[config.mk]
export PLATFORM = sky130hd
export DESIGN_NAME = mem_wr_flat
export DESIGN_NICKNAME = d
export VERILOG_FILES = /design/src/rtl/mem_wr_pkg.sv /design/src/rtl/mem_wr_if.sv /design/src/rtl/mem_wr_retire_cnt.sv /design/src/rtl/mem_wr.sv /design/src/flat_wrapper.sv
export SDC_FILE = /design/constraint.sdc
export NUM_CORES = 1
export LEC_CHECK = 0
export ABC_AREA = 1
export CAP_MARGIN = 40
export CORE_AREA = 2 2 147 149
export DETAILED_ROUTE_END_ITERATION = 8
export DIE_AREA = 0 0 149 151
export PLACE_DENSITY = 0.83
export SLEW_MARGIN = 20
export SYNTH_ARGS = -nofsm -noshare
export SYNTH_HDL_FRONTEND = slang
export SYNTH_SLANG_ARGS = --single-unit
export TNS_END_PERCENT = 5
[constraint.sdc]
create_clock -name CLK -period 3.6 [get_ports CLK]
set_input_delay 0.54 -clock CLK [delete_from_list [all_inputs] [get_ports CLK]]
set_output_delay 0.54 -clock CLK [all_outputs]
set_load 0.005 [all_outputs]
[src/rtl/mem_wr_pkg.sv]
// Package shared by the pipeline stages: the memory-write FSM state encoding,
// the store-strobe width and the stage-register layout.
package mem_wr_pkg;

  localparam int unsigned STRB_W = 4;

  typedef enum logic [0:0] {
    ST_IDLE  = 1'b0,
    ST_STORE = 1'b1
  } state_e;

  // One retiring instruction together with its optional store request.
  typedef struct packed {
    logic [31:0]       pc;
    logic [31:0]       inst;
    logic              valid;
    logic [4:0]        reg_d;
    logic [31:0]       reg_d_v;
    logic              store_wren;
    logic [31:0]       store_addr;
    logic [STRB_W-1:0] store_strb;
    logic [31:0]       store_data;
  } stage_t;

endpackage

[src/rtl/mem_wr_if.sv]
// Data-memory write channel (valid/ready).
//   master: drives DATA_WVALID/WADDR/WSTRB/WDATA, samples DATA_WREADY
//   slave : the memory side, drives DATA_WREADY
interface mem_wr_if;

  logic                            DATA_WVALID;
  logic [31:0]                     DATA_WADDR;
  logic [mem_wr_pkg::STRB_W-1:0]   DATA_WSTRB;
  logic [31:0]                     DATA_WDATA;
  logic                            DATA_WREADY;

  modport master (
    output DATA_WVALID, DATA_WADDR, DATA_WSTRB, DATA_WDATA,
    input  DATA_WREADY
  );

  modport slave (
    input  DATA_WVALID, DATA_WADDR, DATA_WSTRB, DATA_WDATA,
    output DATA_WREADY
  );

endinterface

[src/rtl/mem_wr_retire_cnt.sv]
// Free-running count of retired instructions, wraps at 2^32.
//   clk_i : clock
//   rst_i : synchronous active-high reset, clears the count
//   inc_i : add one at this edge
//   cnt_o : current count
module retire_cnt (
  input  logic        clk_i,
  input  logic        rst_i,
  input  logic        inc_i,
  output logic [31:0] cnt_o
);

  logic [31:0] cnt_q;
  logic [31:0] cnt_d;

  // NOTE: combinational blocks assign a default first so no path leaves the
  // output unassigned, which would otherwise infer a latch.
  always_comb begin
    cnt_d = cnt_q;
    if (inc_i) cnt_d = cnt_q + 32'd1;
  end

  // NOTE: state registers use non-blocking assignments so every flop samples
  // pre-edge values regardless of block ordering.
  always_ff @(posedge clk_i) begin
    if (rst_i) cnt_q <= '0;
    else       cnt_q <= cnt_d;
  end

  assign cnt_o = cnt_q;

endmodule

[src/rtl/mem_wr.sv]
// Memory-write / writeback pipeline stage.
// Latches the instruction leaving the memory-read stage, issues its store on
// the data-memory write channel (freezing upstream while the memory is not
// ready), and presents the register-file writeback / forwarding source.
//   CLK, RST        : clock, synchronous active-high reset
//   M_*             : incoming instruction and store request
//   dmem            : data-memory write channel (master side)
//   STALL_REQ       : freeze upstream stages (store pending, memory not ready)
//   W_*             : latched instruction, register writeback enable
//   W_RETIRED       : retired-instruction count
module mem_wr
  import mem_wr_pkg::*;
(
  input  logic              CLK,
  input  logic              RST,

  input  logic [31:0]       M_PC,
  input  logic [31:0]       M_INST,
  input  logic              M_VALID,
  input  logic [4:0]        M_REG_D,
  input  logic [31:0]       M_REG_D_V,
  input  logic              M_STORE_WREN,
  input  logic [31:0]       M_STORE_ADDR,
  input  logic [STRB_W-1:0] M_STORE_STRB,
  input  logic [31:0]       M_STORE_DATA,

  mem_wr_if.master          dmem,

  output logic              STALL_REQ,

  output logic [31:0]       W_PC,
  output logic [31:0]       W_INST,
  output logic              W_VALID,
  output logic [4:0]        W_REG_D,
  output logic [31:0]       W_REG_D_V,
  output logic              W_REG_WREN,
  output logic [31:0]       W_RETIRED
);

  state_e state_q, state_d;
  stage_t stage_q, stage_d;
  logic   xfer;
  logic   retire;

  // Only a pending store can stall; upstream inputs never feed this path.
  assign STALL_REQ = (state_q == ST_STORE) && !dmem.DATA_WREADY;
  assign xfer      = (state_q == ST_STORE) &&  dmem.DATA_WREADY;

  always_comb begin
    stage_d = stage_q;
    state_d = state_q;
    if (!STALL_REQ) begin
      stage_d.pc         = M_PC;
      stage_d.inst       = M_INST;
      stage_d.valid      = M_VALID;
      stage_d.reg_d      = M_REG_D;
      stage_d.reg_d_v    = M_REG_D_V;
      stage_d.store_wren = M_STORE_WREN;
      stage_d.store_addr = M_STORE_ADDR;
      stage_d.store_strb = M_STORE_STRB;
      stage_d.store_data = M_STORE_DATA;
      // A completing store followed by another store goes straight back to
      // STORE, so back-to-back stores issue without a bubble.
      state_d = (M_VALID && M_STORE_WREN) ? ST_STORE : ST_IDLE;
    end
  end

  always_ff @(posedge CLK) begin
    if (RST) begin
      state_q <= ST_IDLE;
      stage_q <= '0;
    end else begin
      state_q <= state_d;
      stage_q <= stage_d;
    end
  end

  assign dmem.DATA_WVALID = (state_q == ST_STORE);
  assign dmem.DATA_WADDR  = stage_q.store_addr;
  assign dmem.DATA_WSTRB  = stage_q.store_strb;
  assign dmem.DATA_WDATA  = stage_q.store_data;

  assign W_PC       = stage_q.pc;
  assign W_INST     = stage_q.inst;
  assign W_VALID    = stage_q.valid;
  assign W_REG_D    = stage_q.reg_d;
  assign W_REG_D_V  = stage_q.reg_d_v;
  // Non-stores never stall, so this is high for exactly one cycle each.
  assign W_REG_WREN = stage_q.valid && !stage_q.store_wren && (stage_q.reg_d != 5'd0);

  // Stores retire on their transfer edge; everything else on its only edge.
  assign retire = stage_q.valid && (!stage_q.store_wren || xfer);

  retire_cnt u_retire (
    .clk_i (CLK),
    .rst_i (RST),
    .inc_i (retire),
    .cnt_o (W_RETIRED)
  );

endmodule

[src/flat_wrapper.sv]
// flat-port wrapper written by rule: the top's interface ports become plain ports
module mem_wr_flat import mem_wr_pkg::*;
  (CLK, RST, M_PC, M_INST, M_VALID, M_REG_D, M_REG_D_V, M_STORE_WREN, M_STORE_ADDR, M_STORE_STRB, M_STORE_DATA, STALL_REQ, W_PC, W_INST, W_VALID, W_REG_D, W_REG_D_V, W_REG_WREN, W_RETIRED, dmem_DATA_WVALID, dmem_DATA_WADDR, dmem_DATA_WSTRB, dmem_DATA_WDATA, dmem_DATA_WREADY);
  mem_wr_if dmem_i ();
  input  logic CLK;
  input  logic RST;
  input  logic [31:0] M_PC;
  input  logic [31:0] M_INST;
  input  logic M_VALID;
  input  logic [4:0] M_REG_D;
  input  logic [31:0] M_REG_D_V;
  input  logic M_STORE_WREN;
  input  logic [31:0] M_STORE_ADDR;
  input  logic [STRB_W-1:0] M_STORE_STRB;
  input  logic [31:0] M_STORE_DATA;
  output logic STALL_REQ;
  output logic [31:0] W_PC;
  output logic [31:0] W_INST;
  output logic W_VALID;
  output logic [4:0] W_REG_D;
  output logic [31:0] W_REG_D_V;
  output logic W_REG_WREN;
  output logic [31:0] W_RETIRED;
  output wire logic [$bits(dmem_i.DATA_WVALID)-1:0] dmem_DATA_WVALID;
  output wire logic [$bits(dmem_i.DATA_WADDR)-1:0] dmem_DATA_WADDR;
  output wire logic [$bits(dmem_i.DATA_WSTRB)-1:0] dmem_DATA_WSTRB;
  output wire logic [$bits(dmem_i.DATA_WDATA)-1:0] dmem_DATA_WDATA;
  input wire logic [$bits(dmem_i.DATA_WREADY)-1:0] dmem_DATA_WREADY;
  assign dmem_DATA_WVALID = dmem_i.DATA_WVALID;
  assign dmem_DATA_WADDR = dmem_i.DATA_WADDR;
  assign dmem_DATA_WSTRB = dmem_i.DATA_WSTRB;
  assign dmem_DATA_WDATA = dmem_i.DATA_WDATA;
  assign dmem_i.DATA_WREADY = dmem_DATA_WREADY;
  mem_wr u_core (.CLK(CLK), .RST(RST), .M_PC(M_PC), .M_INST(M_INST), .M_VALID(M_VALID), .M_REG_D(M_REG_D), .M_REG_D_V(M_REG_D_V), .M_STORE_WREN(M_STORE_WREN), .M_STORE_ADDR(M_STORE_ADDR), .M_STORE_STRB(M_STORE_STRB), .M_STORE_DATA(M_STORE_DATA), .dmem(dmem_i), .STALL_REQ(STALL_REQ), .W_PC(W_PC), .W_INST(W_INST), .W_VALID(W_VALID), .W_REG_D(W_REG_D), .W_REG_D_V(W_REG_D_V), .W_REG_WREN(W_REG_WREN), .W_RETIRED(W_RETIRED));
endmodule
## Word-level counts from Yosys, hierarchy flattened

Cells that the tools add are included.

| operators by class | value |
|---|---|
| mux-type cells | 1 |
| reductions and logical operators | 10 |
| add/subtract/negate cells | 1 |

Operators by type and width:

| cell | number |
|---|---|
| adder 32 x 1 -> 32 bit (second input constant) | 1 |
| logical AND 1 bit | 6 |
| nonzero test 5 bit | 1 |
| logical NOT 1 bit | 2 |
| logical OR 1 bit | 1 |
| two-way mux 1 bit | 1 |

| storage, ports and cells | value |
|---|---|
| bits in registers | 204 |
| input port bits | 174 |
| output and inout bits | 205 |

## Longest topological paths before layout

Gate-level depths: netlist of run 1.

| logic depth | value |
|---|---|
| depth after elaboration | 3 |
| depth in mapped cells | 9 |

## By module

A second synthesis of run 1 with hierarchy kept.

| unflattened totals | value |
|---|---|
| cell total of the unflattened synthesis | 1377 |
| area total of the unflattened synthesis | 10118.5 sq um |

Modules (own cells, without submodules):

| module | sequential area each (sq um) | cells each | area each (sq um) | times used |
|---|---|---|---|---|
| mem_wr | 3443.3 | 1114 | 8325.5 | 1 |
| retire_cnt | 640.6 | 263 | 1793.0 | 1 |

## Worst setup path before layout of run 1

OpenSTA, ideal clock, no wires.

| timing | value |
|---|---|
| path kind | input to output |
| start | in dmem_DATA_WREADY |
| end | out STALL_REQ |
| arrival time | 1.011 ns |
| buffers on the path | 2 |
| stages on the path | 3 |
| path slack | 2.049 ns |
| cell sequence | nor2_2 buf_2 buf_2 |

| on the way | value |
|---|---|
| longest elaborated chain between the ends | 2 |

Ends and longest elaborated chain:

| what | RTL line | source |
|---|---|---|
| start: declaration | flat_wrapper.sv:28 | `input wire logic [$bits(dmem_i.DATA_WREADY)-1:0] dmem_DATA_WREADY;` |
| logical NOT 1 bit | mem_wr.sv:46 | `assign STALL_REQ = (state_q == ST_STORE) && !dmem.DATA_WREADY;` |
| logical AND 1 bit | mem_wr.sv:46 |  |
| end: declaration | flat_wrapper.sv:16 | `output logic STALL_REQ;` |

No other way between the ends.

## Worst setup path in the final report of run 1

| timing | value |
|---|---|
| start | reg u_core.stage_q (netlist bit u_core.W_REG_D[1]) |
| end | out W_REG_WREN |

| on the way | value |
|---|---|
| longest elaborated chain between the ends | 2 |

Ends and longest elaborated chain:

| what | RTL line | source |
|---|---|---|
| start: declaration | mem_wr.sv:41 | `stage_t stage_q, stage_d;` |
| start signal: assignment | mem_wr.sv:74 | `stage_q <= stage_d;` |
| nonzero test 5 bit | mem_wr.sv:89 | `assign W_REG_WREN = stage_q.valid && !stage_q.store_wren && (stage_q.reg_d != 5'd0);` |
| logical AND 1 bit | mem_wr.sv:89 |  |
| end: declaration | flat_wrapper.sv:22 | `output logic W_REG_WREN;` |

No other way between the ends.

==> reports/qor.yml, run 1 <==
worst-path-max-fanout: 3
synth.avg_cell_area_um2: 7.50
dr.pass1.iters: 4
reg2regPathDepth: 6
synthDistinctLibCells: 28
synthesis.yosys.warnings: 0
tritoncts: "done"
synth_top_cells_by_area: "dfxtp_1 (46%), nor2_1 (17%), buf_4 (14%), o21ai_0 (9.8%), nand2_1 (2.7%)"
first_pass_grt_wire_length_um: 38100
min_period_ns: 2.38
crit_path_max_incr_delay_ns: 0.47
groute.usage.overall: 0.210
fraction_of_final_layout_cells_with_drive_strength_greater_than_1: 0.0463
dp_hpwl_um: 17600
crit_end_category: "primary output"
final_min_period_over_clock_period: 0.662
finalMaxSlewViolations: 0
chipWidth_um: 149
floorplan.rows: 53
worst_clock_skew_ns: 0.00375
holdPathEnd: "u_core.dmem.DATA_WDATA[21]"
worst_path_required_ns: 3.06
power.ir.vdd_worst_mv: 0.327
rsz0062_at_grt: "false"
cts_hold_buffers: 0
maxCapViolations: 0
antenna_found_initial: 0
timing.critical_path.from_type: "register"
cts_repair_resize_count: 0
clock_pin_slew_of_the_registers_on_the_worst_case_setup_and_hold_paths_ns: 0.06
postCtsSetupRepairBufs: 0
globalplace.congestion: 0.823
h-tree-depth: 1
gr-total-overflow: 0
max-clock-path-buffers: 3
synthesis_stage_register_bit_count: 204
wl_um: 25000
cp_cell_sequence: "nor3_1 > nand2_1 > nand3_1 > inv_1 > clkdlybuf4s50_1"
slew_headroom: 0.595
fin_setup_tns_ns: 0
worst_pin_slew_ns: 0.605
criticalPathCategory: "reg2out"
timing.fmax_mhz: 419
num_io_pins: 379
reg2reg_slack_ns: 1.99
worst_ep_arrival_time_ns: 1.84
vias_per_cell: 4.74
worstReg2RegEnd: "u_core.dmem.DATA_WADDR[14]"
reg2reg_from: "u_core.dmem.DATA_WVALID"
post_synth_inst_count: 1188
route.vias.total: 7859
final_core_utilization: 0.591
num_antenna_cells: 0
leakage_nw: 5.07
port_buffers: 378
drt_iter0_drc: 444
die_area_um2: 22500
finalSetupViolCount: 0
timing_hold_violations_final: 0
run_status: "completed"
clkLatencyLatePin_ns: 0.50
design.final.nets: 1544
synthDominantAreaCellType: "dfxtp_1"
via_count_of_the_first_global_routing_pass: 7371
grt_max_degree: 94
min_delay_path_depth: 2
synth_nets: 1363
min-delay-path-class: "reg2reg"
flow.area_growth_from_synthesis_pct: 38.2
critical_path.slowest_cell: "clkdlybuf4s50_1"
drc: 0
hold_path_startpoint: "u_core.dmem.DATA_WDATA[21]"
ant_nets: 0
synth_seq_area_share: 0.459
cts_sinks: 204
floorplan.core_area_um2: 20800
wire_per_inst_um: 15.1
die-height_um: 151
syn_area_um2: 8910
cts_root_buf: "clkbuf_16"
starting_density_of_the_core: 0.428
total_power_divided_by_cell_area_nw_per_um2: 434
synth.top_cell.area_share: 0.459
tritoncts.num_buffers: 23
## report_power, final
part,total [W],internal [W],switching [W]
combinational,0.000693,0.000438,0.000255
clock,0.00219,0.00129,0.000906
sequential,0.00246,0.00239,0.0000681
## per-layer routing
metal  track usage  vias up  wire length [um]
met3        0.0581       55              2170
met1         0.250     3543              9930
li1              -     3952                 -
met4        0.0800        0               809
met5             0        -                 0
met2         0.363      309             12100
## state kept, by name, summed over array words and instances, names as in the netlist
signal and cells:
u_core.dmem.DATA_WVALID 1, u_core.W_REG_D_V 32, u_core.W_REG_D 5, u_core.stage_q 1, u_core.W_VALID 1, u_core.u_retire.cnt_o 32
u_core.W_INST 32, u_core.dmem.DATA_WADDR 32, u_core.W_PC 32, u_core.dmem.DATA_WDATA 32, u_core.dmem.DATA_WSTRB 4
## cell usage after synthesis
| master | count |
|---|---|
| nor2_1 | 395 |
| dfxtp_1 | 204 |
| o21ai_0 | 175 |
| buf_4 | 170 |
| nand2_1 | 65 |
| clkbuf_1 | 39 |
| inv_1 | 30 |
| nand3_1 | 23 |
| buf_2 | 18 |
| a21oi_1 | 15 |
| nor2_2 | 11 |
| nand4_1 | 9 |
| nor2_4 | 6 |
| xnor2_1 | 6 |
| nand3_2 | 4 |
| nor3_1 | 4 |
| inv_2 | 2 |
| nand2_2 | 2 |
| a211oi_1 | 1 |
| a31oi_1 | 1 |
| buf_1 | 1 |
| buf_6 | 1 |
| ha_1 | 1 |
| nand2_4 | 1 |
| nor4_1 | 1 |
| o21a_1 | 1 |
| o21ai_1 | 1 |
| o21bai_1 | 1 |
## kinds of logic after synthesis
| group | Yosys count | share of synthesized area |
|---|---|---|
| buffers and inverters | 261 | 0.185 |
| AOI/OAI and AO/OA | 195 | 0.111 |
| xor gates and xnor gates | 6 | 0.00590 |
| and+or+nand+nor | 521 | 0.239 |
| adders and majority gates | 1 | 0.00140 |
| DFF | 204 | 0.459 |
## area by class of cell
type                    count  area, um^2
flip-flops and latches    204        4080
repair buffers            385        3890
multi-input cells         723        3180
clock buffers              33         633
inverters                  32         128
fillers                  1855        8510
clock inverters             5        53.8
well taps                 275         344
## layout by cell type (no fill, tap or decap), types with 2 or more instances in the layout
master	netlist	layout
a21oi_1	15	15
buf_12	0	4
buf_4	170	3
clkbuf_1	39	8
clkbuf_16	0	23
clkbuf_8	0	2
clkdlybuf4s50_1	0	378
clkinv_2	0	3
dfxtp_1	204	204
inv_1	30	29
inv_6	0	2
nand2_1	65	65
nand2_2	2	2
nand3_1	23	23
nand3_2	4	4
nand4_1	9	9
nor2_1	395	395
nor2_2	11	10
nor2_4	6	7
nor3_1	4	4
o21ai_0	175	175
xnor2_1	6	6
## critical path: cells and delay by family (launching register included)
kind | cells | cell delay, ns
AND/OR/NAND/NOR | 3 | 0.51
buffers and inverters | 2 | 0.51
flip-flops | 1 | 0.32
## through the flow
step	area, um^2	total power (W)	setup WS, ns	hold WS (ns)	cells
final	12300	0.00534	1.22	0.478	1657
after global routing	12300	0.00557	1.02	0.500	1657
after CTS	12300	0.00540	1.12	0.482	1657
after detailed placement	11600	0.00320	1.15	0.469	1619
after global placement	11600	0.00318	1.14	0.461	1618
after floorplan	8910	0.00286	2.05	0.456	1188
## worst max path at each step
stage                                  from               end  slack, ns  cells past startpoint
after floorplan            dmem_DATA_WREADY         STALL_REQ       2.05                      3
after global placement                  RST    u_core.W_VALID       1.14                      5
after detailed placement                RST  u_core.W_INST[7]       1.15                      5
after CTS                 u_core.W_REG_D[1]        W_REG_WREN       1.12                      5
after global routing      u_core.W_REG_D[1]        W_REG_WREN       1.02                      5
final                     u_core.W_REG_D[1]        W_REG_WREN       1.22                      5
Power figures use the tool's default switching activity.
==> inputs of run 2 (changes only) <==
==> constraint.sdc (replaced) <==
create_clock -name CLK -period 2.2 [get_ports CLK]
set_input_delay 0.33 -clock CLK [delete_from_list [all_inputs] [get_ports CLK]]
set_output_delay 0.33 -clock CLK [all_outputs]
set_load 0.005 [all_outputs]
==> reports/qor.yml, run 2 (same netlist as run 1, synthesis figures left out) <==
run_status: "completed"
commonest_cells_after_routing_fill_and_taps_aside: "nor2_1 (395), clkdlybuf4s50_1 (377), dfxtp_1 (204)"
flow.area_growth_from_synthesis_pct: 39.9
wl_um: 25000  # about the same
dp_hpwl_um: 18000  # +1.9%
worst_path_required_ns: 1.87  # -1.19 ns
tritoncts.num_buffers: 23  # unchanged
fraction_of_final_layout_cells_with_drive_strength_greater_than_1: 0.0553  # +0.00901
maxCapViolations: 0  # unchanged
timing_hold_violations_final: 0  # unchanged
rsz0062_at_grt: "false"
starting_density_of_the_core: 0.428  # unchanged
fin_setup_tns_ns: 0  # unchanged
ant_nets: 0  # unchanged
placed_cells: 1628  # +0.56%
clock_pin_slew_of_the_registers_on_the_worst_case_setup_and_hold_paths_ns: 0.06  # about the same
cts_root_buf: "clkbuf_16"
die-height_um: 151  # unchanged
drt_iter0_drc: 388  # -13%
worst_pin_slew_ns: 0.409  # -0.196 ns
tritoncts: "done"
vias_per_cell: 4.80  # +1.3%
min-delay-path-class: "in2reg"
grt_max_degree: 83  # -12%
via_count_of_the_first_global_routing_pass: 7559  # +2.6%
pre_cts_slack_ns: 0.151  # -1.00 ns
max-clock-path-buffers: 3  # unchanged
groute.usage.overall: 0.211  # +0.000295
timing.critical_path.from_type: "register"
reg2reg_slack_ns: 0.60  # -1.39 ns
final.fill_count: 1840  # -0.81%
crit_end_category: "primary output"
floorplan.core_area_um2: 20800  # unchanged
cell_internal_pwr_w: 0.00677  # +65%
die_area_um2: 22500  # unchanged
wire_per_inst_um: 15.0  # -0.75%
post-route-worst-setup-slack_ns: 0.190  # -1.03 ns
timing.fmax_mhz: 498
p_clk_frac: 0.411  # about the same
mostFrequentLayoutCell: "nor2_1"
finalMaxSlewViolations: 0  # unchanged
cts_sinks: 204  # unchanged
floorplan.rows: 53  # unchanged
criticalPathCategory: "reg2out"
dr.pass1.iters: 5  # +1
total_power_divided_by_cell_area_nw_per_um2: 706  # +63%
swShare: 0.231  # +0.000539
leakage_nw: 5.16  # +1.7%
h-tree-depth: 1  # unchanged
num_io_pins: 379  # unchanged
power.ir.vdd_worst_mv: 0.525  # +61%
worst-path-max-fanout: 3  # unchanged
worst_ep_arrival_time_ns: 1.68  # -0.16 ns
gr-total-overflow: 0  # unchanged
clkLatencyLatePin_ns: 0.51  # about the same
antenna_found_initial: 1  # +1
design.final.nets: 1553  # +0.58%
min_period_ns: 2.01
first_pass_grt_wire_length_um: 38400  # +0.74%
seqPwrFrac: 0.457  # -0.003
cts_hold_buffers: 0  # unchanged
postCtsSetupRepairBufs: 0  # unchanged
final_min_period_over_clock_period: 0.914
switchingPower_w: 0.00203  # +65%
final_core_utilization: 0.598  # +0.00739
chipWidth_um: 149  # unchanged
finalSetupViolCount: 0  # unchanged
slew_headroom: 0.727  # +0.132
route.vias.total: 8011  # +1.9%
globalplace.congestion: 0.844  # +2.6%
stdcell_count: 1668  # +0.66%
power.share.combinational: 0.131  # about the same
worst_clock_skew_ns: 0.00846  # +0.00471 ns
port_buffers: 378  # unchanged
drc: 0  # unchanged
[run 2: cell count changes in the layout (fill, tap and decap cells not counted), moves of 2 or more]
cell,previous run,this run
buf_12,4,8
buf_4,3,8
clkbuf_1,8,6
clkbuf_8,2,6
clkinv_2,3,1
[run 2: worst max-delay path: stages, from the launching register on]
cell and delay [ns]:
dfxtp_1 0.36, inv_1 0.08, nor2_4 0.16, clkdlybuf4s50_1 0.57
[run 2: layout make-up]
cell class                 instances  area, um^2  share of cell area
sequential                       204        4080               0.328
timing repair buffer             394        4010               0.321
multi-input combinational        723        3180               0.256
clock buffer                      35         681              0.0546
tap                              275         344              0.0276
inverter                          32         128              0.0102
clock inverter                     4        32.5             0.00261
antenna                            1        2.50            0.000201
[run 2: metrics by stage]
stage | total power, W | area, um^2 | hold WS (ns)
after floorplan | 0.00467 | 8910 | 0.408
after global placement | 0.00523 | 11700 | 0.461
after detailed placement | 0.00526 | 11700 | 0.470
after CTS | 0.00890 | 12500 | 0.422
after global routing | 0.00918 | 12500 | 0.436
final | 0.00880 | 12500 | 0.441
[run 2: power by group through the flow]
stage / registers, W / clock network (W) / logic [W]
3_3_place_gp: 0.00409 / 0 / 0.00114
3_5_place_dp: 0.00410 / 0 / 0.00116
4_1_cts: 0.00403 / 0.00371 / 0.00117
2_1_floorplan: 0.00408 / 0 / 0.000597
5_1_grt: 0.00405 / 0.00387 / 0.00126
6_report: 0.00402 / 0.00362 / 0.00116
[run 2: layer usage]
layer	GRT usage	routed length (um)	share of wire
met5	0	0	0
met1	0.242	9600	0.38
met3	0.0605	2210	0.088
met2	0.365	12100	0.48
met4	0.0943	1110	0.045
[run 2: path summary, 6_finish.rpt]
check                     startpoint                    to  depth (start not counted)
max reg2reg  u_core.dmem.DATA_WVALID  u_core.W_REG_D_V[25]                          7
max          u_core.dmem.DATA_WVALID             STALL_REQ                          3
min reg2reg     u_core.W_REG_D_V[11]  u_core.W_REG_D_V[11]                          2
min                    M_REG_D_V[16]  u_core.W_REG_D_V[16]                          3
[run 2: timing repair]
item / CTS / global route
pin swaps: 0 / 1
gates resized for setup: 1 / 1
setup endpoints to repair: 1 / 1
